### config.mk
export PLATFORM = sky130hd
export DESIGN_NAME = chatbot_responder_flat
export DESIGN_NICKNAME = d
export VERILOG_FILES = /design/src/rtl/chatbot_responder_if.sv /design/src/rtl/chatbot_responder.sv /design/src/flat_wrapper.sv
export SDC_FILE = /design/constraint.sdc
export NUM_CORES = 1
export LEC_CHECK = 0
export BUFFER_PORTS_ARGS = -buffer_cell sky130_fd_sc_hd__buf_2
export CORE_UTILIZATION = 30
export DETAILED_ROUTE_END_ITERATION = 8
export PLACE_DENSITY = 0.55
export SLEW_MARGIN = 20
export SYNTH_ARGS = -nofsm -noshare
export SYNTH_HDL_FRONTEND = slang
export SYNTH_SLANG_ARGS = --single-unit
### constraint.sdc
create_clock -name clk -period 4 [get_ports clk]
set_clock_uncertainty 0.1 [all_clocks]
set_input_delay 0.8 -clock clk [delete_from_list [all_inputs] [get_ports clk]]
set_output_delay 0.8 -clock clk [all_outputs]
set_load 0.02 [all_outputs]
### src/rtl/chatbot_responder_if.sv
// UART-side parallel bus for chatbot_responder: receive strobe/data in, transmit handshake out.
// master = UART/host side, slave = responder.
interface chatbot_responder_if;
    logic [7:0] rx_byte;
    logic       rx_valid;
    logic       tx_done;
    logic [7:0] tx_byte;
    logic       tx_load;
    logic       busy;
    logic [1:0] resp_code;

    modport master (
        output rx_byte, rx_valid, tx_done,
        input  tx_byte, tx_load, busy, resp_code
    );

    modport slave (
        input  rx_byte, rx_valid, tx_done,
        output tx_byte, tx_load, busy, resp_code
    );
endinterface

### src/rtl/chatbot_responder.sv
// Line-oriented command responder: buffers a line up to CR, answers HI/PING/other with HELLO/PONG/ERR.
// Optional macro CHATBOT_ECHO_EN echoes every byte received while idle before processing it.
module chatbot_responder #(
    parameter int MAX_LEN = 8
) (
    input  logic               clk,
    input  logic               reset,
    chatbot_responder_if.slave bus
);
    localparam int         BUF_D     = (MAX_LEN < 4) ? 4 : MAX_LEN;
    localparam logic [3:0] MAX_LEN_W = 4'(MAX_LEN);
    localparam logic [7:0] CR        = 8'h0D;
    localparam logic [55:0] STR_HELLO = {"HELLO", 8'h0D, 8'h0A};
    localparam logic [47:0] STR_PONG  = {"PONG", 8'h0D, 8'h0A};
    localparam logic [39:0] STR_ERR   = {"ERR", 8'h0D, 8'h0A};

    typedef enum logic [2:0] {
        S_IDLE, S_MATCH, S_LOAD, S_WAIT
`ifdef CHATBOT_ECHO_EN
        , S_ECHO_LOAD, S_ECHO_WAIT
`endif
    } state_t;

    state_t     state_q, state_d;
    logic [3:0] len_q, len_d;
    logic       ovf_q, ovf_d;
    logic [2:0] idx_q, idx_d;
    logic [1:0] code_q, code_d;
    logic [7:0] tx_byte_q, tx_byte_d;
    logic       rx_valid_q, tx_done_q;
    logic       rx_evt, done_evt, is_print, store;
    logic       is_hi, is_ping;
    logic [1:0] match_code;
    logic [7:0] line_q [BUF_D];

    function automatic logic [7:0] rom_char(input logic [1:0] code, input logic [2:0] idx);
        logic [7:0] c;
        case (code)
            2'd1:    c = STR_HELLO[8*(6 - int'(idx)) +: 8];
            2'd2:    c = STR_PONG[8*(5 - int'(idx)) +: 8];
            2'd3:    c = STR_ERR[8*(4 - int'(idx)) +: 8];
            default: c = 8'h00;
        endcase
        return c;
    endfunction

    function automatic logic [2:0] rom_last(input logic [1:0] code);
        logic [2:0] l;
        case (code)
            2'd1:    l = 3'd6;
            2'd2:    l = 3'd5;
            default: l = 3'd4;
        endcase
        return l;
    endfunction

    assign rx_evt   = bus.rx_valid & ~rx_valid_q;
    assign done_evt = bus.tx_done & ~tx_done_q;
    assign is_print = (bus.rx_byte >= 8'h20) && (bus.rx_byte <= 8'h7E);
    assign store    = (state_q == S_IDLE) && rx_evt && is_print && (len_q < MAX_LEN_W);

    // Cells past MAX_LEN exist only so the 4-character PING compare always has operands.
    for (genvar gi = 0; gi < BUF_D; gi++) begin : g_line
        if (gi < MAX_LEN) begin : g_cell
            logic [7:0] ch_q;
            always_ff @(posedge clk) begin
                if (reset)
                    ch_q <= 8'h00;
                else if (store && len_q == 4'(gi))
                    ch_q <= bus.rx_byte;
            end
            assign line_q[gi] = ch_q;
        end else begin : g_pad
            assign line_q[gi] = 8'h00;
        end
    end

    assign is_hi   = !ovf_q && len_q == 4'd2 && line_q[0] == "H" && line_q[1] == "I";
    assign is_ping = !ovf_q && len_q == 4'd4 && line_q[0] == "P" && line_q[1] == "I"
                     && line_q[2] == "N" && line_q[3] == "G";
    assign match_code = is_hi ? 2'd1 : (is_ping ? 2'd2 : 2'd3);

    always_comb begin
        state_d   = state_q;
        len_d     = len_q;
        ovf_d     = ovf_q;
        idx_d     = idx_q;
        code_d    = code_q;
        tx_byte_d = tx_byte_q;
        case (state_q)
            S_IDLE: begin
                if (rx_evt) begin
`ifdef CHATBOT_ECHO_EN
                    tx_byte_d = bus.rx_byte;
                    state_d   = S_ECHO_LOAD;
`else
                    if (bus.rx_byte == CR && len_q != 4'd0)
                        state_d = S_MATCH;
`endif
                    if (is_print) begin
                        if (len_q < MAX_LEN_W) len_d = len_q + 4'd1;
                        else                   ovf_d = 1'b1;
                    end
                end
            end
            S_MATCH: begin
                code_d    = match_code;
                idx_d     = 3'd0;
                tx_byte_d = rom_char(match_code, 3'd0);
                state_d   = S_LOAD;
            end
            S_LOAD: state_d = S_WAIT;
            S_WAIT: begin
                // Only a fresh rising edge of tx_done advances; a level already high is ignored.
                if (done_evt) begin
                    if (idx_q == rom_last(code_q)) begin
                        len_d   = 4'd0;
                        ovf_d   = 1'b0;
                        state_d = S_IDLE;
                    end else begin
                        idx_d     = idx_q + 3'd1;
                        tx_byte_d = rom_char(code_q, idx_q + 3'd1);
                        state_d   = S_LOAD;
                    end
                end
            end
`ifdef CHATBOT_ECHO_EN
            S_ECHO_LOAD: state_d = S_ECHO_WAIT;
            S_ECHO_WAIT: begin
                if (done_evt)
                    state_d = (tx_byte_q == CR && len_q != 4'd0) ? S_MATCH : S_IDLE;
            end
`endif
            default: state_d = S_IDLE;
        endcase
    end

    always_ff @(posedge clk) begin
        rx_valid_q <= bus.rx_valid;
        tx_done_q  <= bus.tx_done;
        if (reset) begin
            state_q   <= S_IDLE;
            len_q     <= 4'd0;
            ovf_q     <= 1'b0;
            idx_q     <= 3'd0;
            code_q    <= 2'd0;
            tx_byte_q <= 8'h00;
        end else begin
            state_q   <= state_d;
            len_q     <= len_d;
            ovf_q     <= ovf_d;
            idx_q     <= idx_d;
            code_q    <= code_d;
            tx_byte_q <= tx_byte_d;
        end
    end

`ifdef CHATBOT_ECHO_EN
    assign bus.tx_load = (state_q == S_LOAD) || (state_q == S_ECHO_LOAD);
`else
    assign bus.tx_load = (state_q == S_LOAD);
`endif
    assign bus.tx_byte   = tx_byte_q;
    assign bus.busy      = (state_q != S_IDLE);
    assign bus.resp_code = code_q;
endmodule

### src/flat_wrapper.sv
// flat-port wrapper written by rule: the top's interface ports become plain ports
module chatbot_responder_flat 
#(
    parameter int MAX_LEN = 8
)
  (clk, reset, bus_rx_byte, bus_rx_valid, bus_tx_done, bus_tx_byte, bus_tx_load, bus_busy, bus_resp_code);
  chatbot_responder_if bus_i ();
  input  logic clk;
  input  logic reset;
  input wire logic [$bits(bus_i.rx_byte)-1:0] bus_rx_byte;
  input wire logic [$bits(bus_i.rx_valid)-1:0] bus_rx_valid;
  input wire logic [$bits(bus_i.tx_done)-1:0] bus_tx_done;
  output wire logic [$bits(bus_i.tx_byte)-1:0] bus_tx_byte;
  output wire logic [$bits(bus_i.tx_load)-1:0] bus_tx_load;
  output wire logic [$bits(bus_i.busy)-1:0] bus_busy;
  output wire logic [$bits(bus_i.resp_code)-1:0] bus_resp_code;
  assign bus_i.rx_byte = bus_rx_byte;
  assign bus_i.rx_valid = bus_rx_valid;
  assign bus_i.tx_done = bus_tx_done;
  assign bus_tx_byte = bus_i.tx_byte;
  assign bus_tx_load = bus_i.tx_load;
  assign bus_busy = bus_i.busy;
  assign bus_resp_code = bus_i.resp_code;
  chatbot_responder #(.MAX_LEN(MAX_LEN)) u_core (.clk(clk), .reset(reset), .bus(bus_i));
endmodule
==> results of run 1 <==
worst max-delay path, stage by stage (launching register included):
cell      delay (ns)
dfxtp_1         0.72
inv_1           0.25
ha_1            0.60
inv_1           0.17
ha_1            0.40
inv_1           0.06
o21ai_0         0.21
o21ai_0         0.11
o21ai_0         0.19
a311oi_1        0.11
worst paths after layout:
kind / start / end / slack (ns) / cells after the start
worst max register to register: u_core.idx_q[0]$_SDFFE_PP0P_ / u_core.bus.tx_byte[2]$_SDFFE_PP0P_ / 0.96 / 9
worst max-delay path: u_core.idx_q[0]$_SDFFE_PP0P_ / u_core.bus.tx_byte[2]$_SDFFE_PP0P_ / 0.96 / 9
worst min-delay path: u_core.g_line[3].g_cell.ch_q[2]$_SDFFE_PP0P_ / u_core.g_line[3].g_cell.ch_q[2]$_SDFFE_PP0P_ / 0.36 / 2
worst min register to register: u_core.g_line[3].g_cell.ch_q[2]$_SDFFE_PP0P_ / u_core.g_line[3].g_cell.ch_q[2]$_SDFFE_PP0P_ / 0.36 / 2
flip-flops by register name, indices dropped and copies added, names as in the netlist:
register                   cells
u_core.ovf_q                   1
u_core.rx_valid_q              1
u_core.tx_done_q               1
u_core.bus.resp_code           2
u_core.bus.tx_byte             6
u_core.g_line.g_cell.ch_q     32
u_core.state_q                 2
u_core.idx_q                   3
u_core.len_q                   4
power by group:
part,internal [mW],switching [mW],total [mW]
Combinational,0.0444,0.0820,0.126
Clock,0.126,0.185,0.311
Sequential,0.531,0.0153,0.547
Total,0.702,0.283,0.984
cells in the final DEF (no fill, tap or decap), types with 4 or more instances in the layout:
master and instances:
o21ai_0 7, nand4_1 4, ha_1 12, nor2b_1 5
nand3_1 33, and3_1 4, clkbuf_8 5, nand2_1 46
a211oi_1 5, xnor2_1 4, nor4b_1 4, nor2_1 28
inv_1 12, buf_2 21, nor3_1 4, dfxtp_1 52
a21oi_1 38
stage by stage:
step / cells / hold WS (ns) / worst slack, ns
global route: 453 / 0.378 / 0.656
global placement: 445 / 0.340 / 1.11
detailed placement: 445 / 0.348 / 0.964
floorplan: 335 / 0.326 / 1.69
CTS: 453 / 0.362 / 0.970
finish: 453 / 0.360 / 0.963
routing by layer:
layer | global-route usage (%) | vias to the layer above | routed length [µm]
met5 | 0 | - | 0
met4 | 3.73 | 0 | 99
met3 | 3.45 | 11 | 368
met2 | 25.3 | 51 | 3170
met1 | 19.5 | 1137 | 3110
li1 | - | 1193 | -
cell type report:
cell class | instances | share of cell area, %
clock inverter | 3 | 0.757
multi-input combinational | 249 | 51.6
clock buffer | 5 | 2.31
tap | 108 | 4.54
sequential | 52 | 35.0
inverter | 12 | 1.51
timing repair buffer | 24 | 4.29
cell families after synthesis:
| kind of cell | count (synthesis) | synth area share (%) |
|---|---|---|
| xor+xnor | 8 | 3.10 |
| flops | 52 | 38.0 |
| compound gates | 75 | 18.0 |
| buf+inv | 34 | 6.25 |
| other cells | 1 | 0.137 |
| simple gates | 148 | 27.6 |
| mux | 3 | 1.09 |
| fa+ha+maj | 13 | 5.84 |
==> flow_metrics.env, run 1 <==
export IMPL_clock_path_buffers=2
export IMPL_dpl_cell_area_um2=2880
export IMPL_clock_root_buffer="clkbuf_8"
export IMPL_fin_util_pct=33.8
export IMPL_cts_repair_resize_count=0
export IMPL_dieWidth_um=97.6
export IMPL_synthArstFlopShare_pct=0
export IMPL_clk_pin_slew_ns=0.10
export IMPL_grtUsageTotal_pct=15.1
export IMPL_slew_viol_final=0
export IMPL_grt_first_pass_wirelength_mm=11.6
export IMPL_syn_avg_cell_area_um2=8.21
export IMPL_ys_seq_area_share_pct=38.0
export IMPL_grt_pass1_vias=2369
export IMPL_fmaxAchievable_ghz=0.329
export IMPL_drt_first_iter_violations=125
export IMPL_htree_num_levels=2
export IMPL_dp_hpwl_mm=4.86
export IMPL_rows=34
export IMPL_numCtsBuffers=5
export IMPL_detail_route_antenna_nets=0
export IMPL_peakVddDrop_mv=0.164
export IMPL_period_minus_slack_ns=3.04
export IMPL_fp_dieArea_um2=9530
export IMPL_cts_tree="built"
export IMPL_clkSinkCount=52
export IMPL_yosysUniqueCellTypes=54
export IMPL_clk_latency_ns=0.31
export IMPL_drive_gt1_share_pct=12.2
export IMPL_ios=24
export IMPL_post_route_drc_count=2
export IMPL_rsz0062_at_grt="no"
export IMPL_cp_max_fo=17
export IMPL_design_area_um2=2970
export IMPL_vias_per_cell=5.28
export IMPL_worstSetupStartpointType="flip-flop"
export IMPL_core_um2=8810
export IMPL_hold_viol=0
export IMPL_critPathKind="reg2reg"
export IMPL_setup_viol=0
export IMPL_vias=2392
export IMPL_power_mw=0.984
export IMPL_gp_congestion=0.887
export IMPL_fin_nets=368
export IMPL_antenna_found_initial=0
export IMPL_relSlewSlack_pct=47.5
export IMPL_worstSetupEndpointType="flip-flop"
export IMPL_diodes=0
export IMPL_post_cts_setup_buffer_count=0
export IMPL_numPortBuffers=21
export IMPL_hold_class="reg2reg"
export IMPL_initial_core_util_pct=31.1
export IMPL_seq_area_um2=1040
export IMPL_status="complete, but fails checks"
export IMPL_die_h_um=97.6
export IMPL_yosysTopAreaCellShare_pct=38.0
export IMPL_synth_main_ff_cell="dfxtp_1"
export IMPL_synthesis_area_um2=2740
export IMPL_avgRoutedWirePerCell_um=14.9
export IMPL_drtPass1Iterations=6
export IMPL_synth_area_leaders="dfxtp_1 38%, a21oi_1 6.9%, nand2_1 6.3%"
export IMPL_ys_seq_elements=52
export IMPL_required_ns=4.09
export IMPL_ys_warn_count=0
export IMPL_cts_hold_buffers_added=0
export IMPL_finalCritPeriodShare_pct=75.9
export IMPL_grt_max_degree=40
export IMPL_synth_common_cells="52 x dfxtp_1, 46 x nand2_1, 38 x a21oi_1, 33 x nand3_1, 28 x nor2_1"
export IMPL_multi_input_area_um2=1530
export IMPL_fill_cells=937
export IMPL_synth_edf_count=0
export IMPL_fin_setup_tns_ns=0
export IMPL_max_cap_violations=0
export IMPL_crit_arrival_ns=3.13
export IMPL_synthToLayoutAreaGrowth_pct=8.44
export IMPL_yosysTopAreaCell="dfxtp_1"
export IMPL_wirelength_mm=6.75
export IMPL_p_leak_nw=1.10
export IMPL_yosysMostFrequentCell="dfxtp_1"
export IMPL_tightest_slew_ns=0.782
export IMPL_synth_cells=334
export IMPL_p_per_area_nw_per_um2=331
export IMPL_grt_ovfl_total=0
export IMPL_violations="design-rule violations"
No activity file was read; power rests on OpenSTA's default activity.
==> inputs of run 2 (changes only) <==
Clock period 4 ns to 2.89 ns, I/O delays scaled along.
==> flow_metrics.env, run 2 (synthesized netlist as in run 1, its figures left out) <==
export IMPL_numCtsBuffers=5
export IMPL_critPathKind="reg2reg"
export IMPL_diodes=0
export IMPL_dp_hpwl_mm=4.93
export IMPL_fin_nets=371
export IMPL_antenna_found_initial=0
export IMPL_critPathTopFamily="compound AO/OA/AOI/OAI gates"
export IMPL_fin_util_pct=34.0
export IMPL_intPower_mw=0.970
export IMPL_cts_hold_buffers_added=0
export IMPL_required_ns=3.01
export IMPL_core_um2=8810
export IMPL_p_sw_mw=0.393
export IMPL_fp_dieArea_um2=9530
export IMPL_worstSetupStartpointType="flip-flop"
export IMPL_vias_per_cell=5.13
export IMPL_post_route_drc_count=2
export IMPL_swShare_pct=28.8
export IMPL_post_place_cells=448
export IMPL_r2r_start="u_core.idx_q[1]$_SDFFE_PP0P_"
export IMPL_path_cells="ha_1 -> xnor2_1 -> inv_1 -> ha_1 -> nor2_1 -> o21ai_0 -> o21ai_0 -> o21ai_0 -> a311oi_1"
export IMPL_avgRoutedWirePerCell_um=14.7
export IMPL_relSlewSlack_pct=62.1
export IMPL_vias=2341
export IMPL_hold_viol=0
export IMPL_rows=34
export IMPL_stdcell_count=456
export IMPL_drt_first_iter_violations=104
export IMPL_drtPass1Iterations=8
export IMPL_numPortBuffers=21
export IMPL_violations="design-rule violations"
export IMPL_dpl_cell_area_um2=2910
export IMPL_crit_top_cell="o21ai_0"
export IMPL_gp_congestion=0.841
export IMPL_ios=24
export IMPL_synthToLayoutAreaGrowth_pct=9.31
export IMPL_hold_start="bus_tx_done"
export IMPL_hold_class="in2reg"
export IMPL_status="complete, but fails checks"
export IMPL_max_cap_violations=0
export IMPL_dieWidth_um=97.6
export IMPL_cts_tree="built"
export IMPL_cp_max_fo=11
export IMPL_critPathMaxStageDelay_ns=0.40
export IMPL_p_per_area_nw_per_um2=455
export IMPL_wirelength_mm=6.68
export IMPL_peakVddDrop_mv=0.183
export IMPL_final_common_cell="dfxtp_1"
export IMPL_grt_first_pass_wirelength_mm=11.1
export IMPL_largest_reg_flops=32
export IMPL_post_cts_setup_buffer_count=0
export IMPL_design_area_um2=3000
export IMPL_p_clk_share_pct=31.6
export IMPL_htree_num_levels=2
export IMPL_final_cell_mix="51 x dfxtp_1, 46 x nand2_1, 38 x a21oi_1"
export IMPL_clk_latency_ns=0.31
export IMPL_seqPwrFrac_pct=55.5
export IMPL_crit_slowest_cell="dfxtp_2"
export IMPL_die_h_um=97.6
export IMPL_clkSinkCount=52
export IMPL_cts_repair_resize_count=0
export IMPL_period_minus_slack_ns=2.56
export IMPL_fmaxAchievable_ghz=0.391
export IMPL_power_share_combinational_pct=12.8
export IMPL_clock_root_buffer="clkbuf_8"
export IMPL_grt_pass1_vias=2209
export IMPL_initial_core_util_pct=31.1
export IMPL_worstSetupStartpoint="u_core.idx_q[1]$_SDFFE_PP0P_"
export IMPL_crit_buf_inv=1
export IMPL_whs_ns=0.282
export IMPL_worstSetupEndpointType="flip-flop"
export IMPL_clock_path_buffers=2
export IMPL_finalCritPeriodShare_pct=88.5
export IMPL_slew_viol_final=0
export IMPL_grt_max_degree=39
export IMPL_drive_gt1_share_pct=13.2
export IMPL_fin_setup_tns_ns=0
export IMPL_detail_route_antenna_nets=0
export IMPL_grt_ovfl_total=0
export IMPL_grtUsageTotal_pct=14.6
export IMPL_rsz0062_at_grt="no"
export IMPL_clk_pin_slew_ns=0.10
export IMPL_setup_viol=0
export IMPL_regMostFlops="u_core.g_line.g_cell.ch_q"
export IMPL_tightest_slew_ns=0.567
export IMPL_p_leak_nw=1.12
export IMPL_crit_arrival_ns=2.68
==> run 2: final timing paths <==
| path | to | slack, ns | cells past startpoint |
|---|---|---|---|
| worst max-delay path | u_core.bus.tx_byte[2]$_SDFFE_PP0P_ | 0.33 | 9 |
| worst min-delay path | u_core.tx_done_q$_DFF_P_ | 0.28 | 1 |
| worst max register to register | u_core.bus.tx_byte[2]$_SDFFE_PP0P_ | 0.33 | 9 |
| worst min register to register | u_core.g_line[1].g_cell.ch_q[3]$_SDFFE_PP0P_ | 0.36 | 2 |
==> run 2: area by class of cell <==
class | instances | area (µm²)
Clock inverter | 3 | 22.5
Inverter | 12 | 45.0
Tap cell | 108 | 135
Multi-Input combinational cell | 249 | 1530
Sequential cell | 52 | 1040
Timing Repair Buffer | 27 | 150
Clock buffer | 5 | 68.8
Fill cell | 931 | 5810
==> run 2: worst register-to-register path: stages (launching register included) <==
cell      delay [ns]
dfxtp_2         0.40
ha_1            0.23
xnor2_1         0.33
inv_1           0.18
ha_1            0.28
nor2_1          0.20
o21ai_0         0.16
o21ai_0         0.16
o21ai_0         0.12
a311oi_1        0.31
==> run 2: power by group through the flow <==
stage	logic, mW	registers [mW]	clock network (mW)
2_1_floorplan	0.121	0.775	0
3_3_place_gp	0.174	0.774	0
3_5_place_dp	0.175	0.774	0
4_1_cts	0.176	0.757	0.440
5_1_grt	0.194	0.761	0.477
6_report	0.175	0.757	0.431
==> run 2: metal layers <==
metal,routed length [µm],vias up,share of wire (%),global-route usage [%]
met5,0,-,0,0
met4,85,0,1.3,4.31
met3,204,9,3.1,2.59
met2,3120,38,47,24.4
met1,3270,1092,49,19.1
li1,-,1202,-,-
==> run 2: stage by stage <==
stage                     setup WS (ns)  power, mW
after floorplan                   0.576      0.895
after global placement            0.350      0.947
after detailed placement          0.280      0.949
after CTS                         0.242       1.37
after global routing             0.0444       1.43
final                             0.332       1.36
==> inputs of run 3 (changes only) <==
Settings changed: CORE_MARGIN set to 1.5, MAX_ROUTING_LAYER set to met4.
==> flow_metrics.env, run 3 (synthesized netlist as in run 1, its figures left out) <==
export IMPL_status="complete, but fails checks"
export IMPL_violations="design-rule violations"
export IMPL_avgRoutedWirePerCell_um=14.9
export IMPL_drtPass1Iterations=6
export IMPL_seqPwrFrac_pct=55.0
export IMPL_grtUsageTotal_pct=14.9
export IMPL_grt_max_degree=39
export IMPL_fmaxAchievable_ghz=0.387
export IMPL_clock_path_buffers=2
export IMPL_drt_first_iter_violations=103
export IMPL_max_cap_violations=0
export IMPL_vias_per_cell=5.21
export IMPL_layout_setup_ws_ns=0.307
export IMPL_fin_nets=372
export IMPL_fp_dieArea_um2=9720
export IMPL_swShare_pct=29.3
export IMPL_ios=24
export IMPL_gp_congestion=0.922
export IMPL_crit_top_cell="o21ai_0"
export IMPL_p_leak_nw=1.12
export IMPL_worstSetupStartpointType="flip-flop"
export IMPL_fin_setup_tns_ns=0
export IMPL_grt_ovfl_total=0
export IMPL_core_um2=8810
export IMPL_rows=34
export IMPL_peakVddDrop_mv=0.254
export IMPL_p_sw_mw=0.403
export IMPL_relSlewSlack_pct=61.5
export IMPL_wirelength_mm=6.82
export IMPL_hold_viol=0
export IMPL_cp_max_fo=11
export IMPL_clock_root_buffer="clkbuf_8"
export IMPL_cts_hold_buffers_added=0
export IMPL_drive_gt1_share_pct=13.2
export IMPL_antenna_found_initial=0
export IMPL_die_h_um=98.6
export IMPL_setup_viol=0
export IMPL_synthToLayoutAreaGrowth_pct=9.63
export IMPL_final_common_cell="dfxtp_1"
export IMPL_rsz0062_at_grt="no"
export IMPL_post_route_drc_count=1
export IMPL_grt_pass1_vias=2380
export IMPL_dp_hpwl_mm=4.97
export IMPL_period_minus_slack_ns=2.58
export IMPL_worstSetupEndpointType="flip-flop"
export IMPL_regMostFlops="u_core.g_line.g_cell.ch_q"
export IMPL_critPathTopFamily="compound AO/OA/AOI/OAI gates"
export IMPL_final_cell_mix="52 x dfxtp_1, 46 x nand2_1, 38 x a21oi_1"
export IMPL_post_cts_setup_buffer_count=0
export IMPL_diodes=0
export IMPL_grt_first_pass_wirelength_mm=11.4
export IMPL_finalCritPeriodShare_pct=89.4
export IMPL_power_share_combinational_pct=12.8
export IMPL_numCtsBuffers=5
export IMPL_cts_tree="built"
export IMPL_crit_slowest_cell="dfxtp_1"
export IMPL_slew_viol_final=0
export IMPL_worstSetupStartpoint="u_core.idx_q[1]$_SDFFE_PP0P_"
export IMPL_clkSinkCount=52
export IMPL_hold_class="in2reg"
export IMPL_required_ns=3.01
export IMPL_htree_num_levels=2
export IMPL_critPathMaxStageDelay_ns=0.55
export IMPL_place_ws_ns=0.376
export IMPL_crit_arrival_ns=2.70
export IMPL_dieWidth_um=98.6
export IMPL_p_per_area_nw_per_um2=459
export IMPL_intPower_mw=0.975
export IMPL_path_cells="ha_1 -> xnor2_1 -> inv_1 -> ha_1 -> nor2_1 -> o21ai_0 -> o21ai_0 -> o21ai_0 -> a311oi_1"
export IMPL_initial_core_util_pct=31.1
export IMPL_r2r_start="u_core.idx_q[1]$_SDFFE_PP0P_"
export IMPL_critPathKind="reg2reg"
export IMPL_cts_repair_resize_count=0
export IMPL_tightest_slew_ns=0.576
export IMPL_clk_pin_slew_ns=0.10
export IMPL_clk_latency_ns=0.31
export IMPL_largest_reg_flops=32
export IMPL_hold_start="bus_tx_done"
export IMPL_numPortBuffers=21
export IMPL_p_clk_share_pct=32.2
export IMPL_vias=2381
export IMPL_crit_buf_inv=1
export IMPL_detail_route_antenna_nets=0
run 3: power groups by stage:
stage	clock network [mW]	logic [mW]	registers [mW]
2_1_floorplan	0	0.121	0.775
3_3_place_gp	0	0.177	0.775
3_5_place_dp	0	0.176	0.775
4_1_cts	0.461	0.177	0.759
5_1_grt	0.491	0.195	0.762
6_report	0.444	0.177	0.758
run 3: area by class of cell:
| class | count | area [µm²] |
|---|---|---|
| tap | 108 | 135 |
| multi-input combinational | 249 | 1530 |
| clock inverter | 3 | 25.0 |
| timing repair buffer | 28 | 158 |
| fill | 950 | 5800 |
| inverter | 12 | 45.0 |
| clock buffer | 5 | 68.8 |
| sequential | 52 | 1040 |
run 3: path summary, 6_finish.rpt:
kind,end,slack [ns],cells after the start
worst min register to register,u_core.g_line[2].g_cell.ch_q[3]$_SDFFE_PP0P_,0.36,2
worst max register to register,u_core.bus.tx_byte[2]$_SDFFE_PP0P_,0.31,9
worst min-delay path,u_core.tx_done_q$_DFF_P_,0.28,1
worst max-delay path,u_core.bus.tx_byte[2]$_SDFFE_PP0P_,0.31,9
run 3: routing by layer:
metal  wire length, µm  part of all wire, %  GRT usage, %
met5                 0                    0             -
met4                46                 0.67          3.19
met3               194                  2.8          2.13
met2              3320                   49          25.5
met1              3260                   48          18.7
run 3: per-stage QoR:
step / power [mW] / hold slack, ns / utilization (%) / area (µm²) / std cells
after detailed placement: 0.952 / 0.346 / 33.1 / 2910 / 449
final: 1.38 / 0.280 / 34.1 / 3010 / 457
after global placement: 0.952 / 0.342 / 33.1 / 2910 / 449
after floorplan: 0.895 / 0.326 / - / 2750 / 335
after global routing: 1.45 / 0.269 / 34.1 / 3010 / 457
after CTS: 1.40 / 0.268 / 34.1 / 3010 / 457
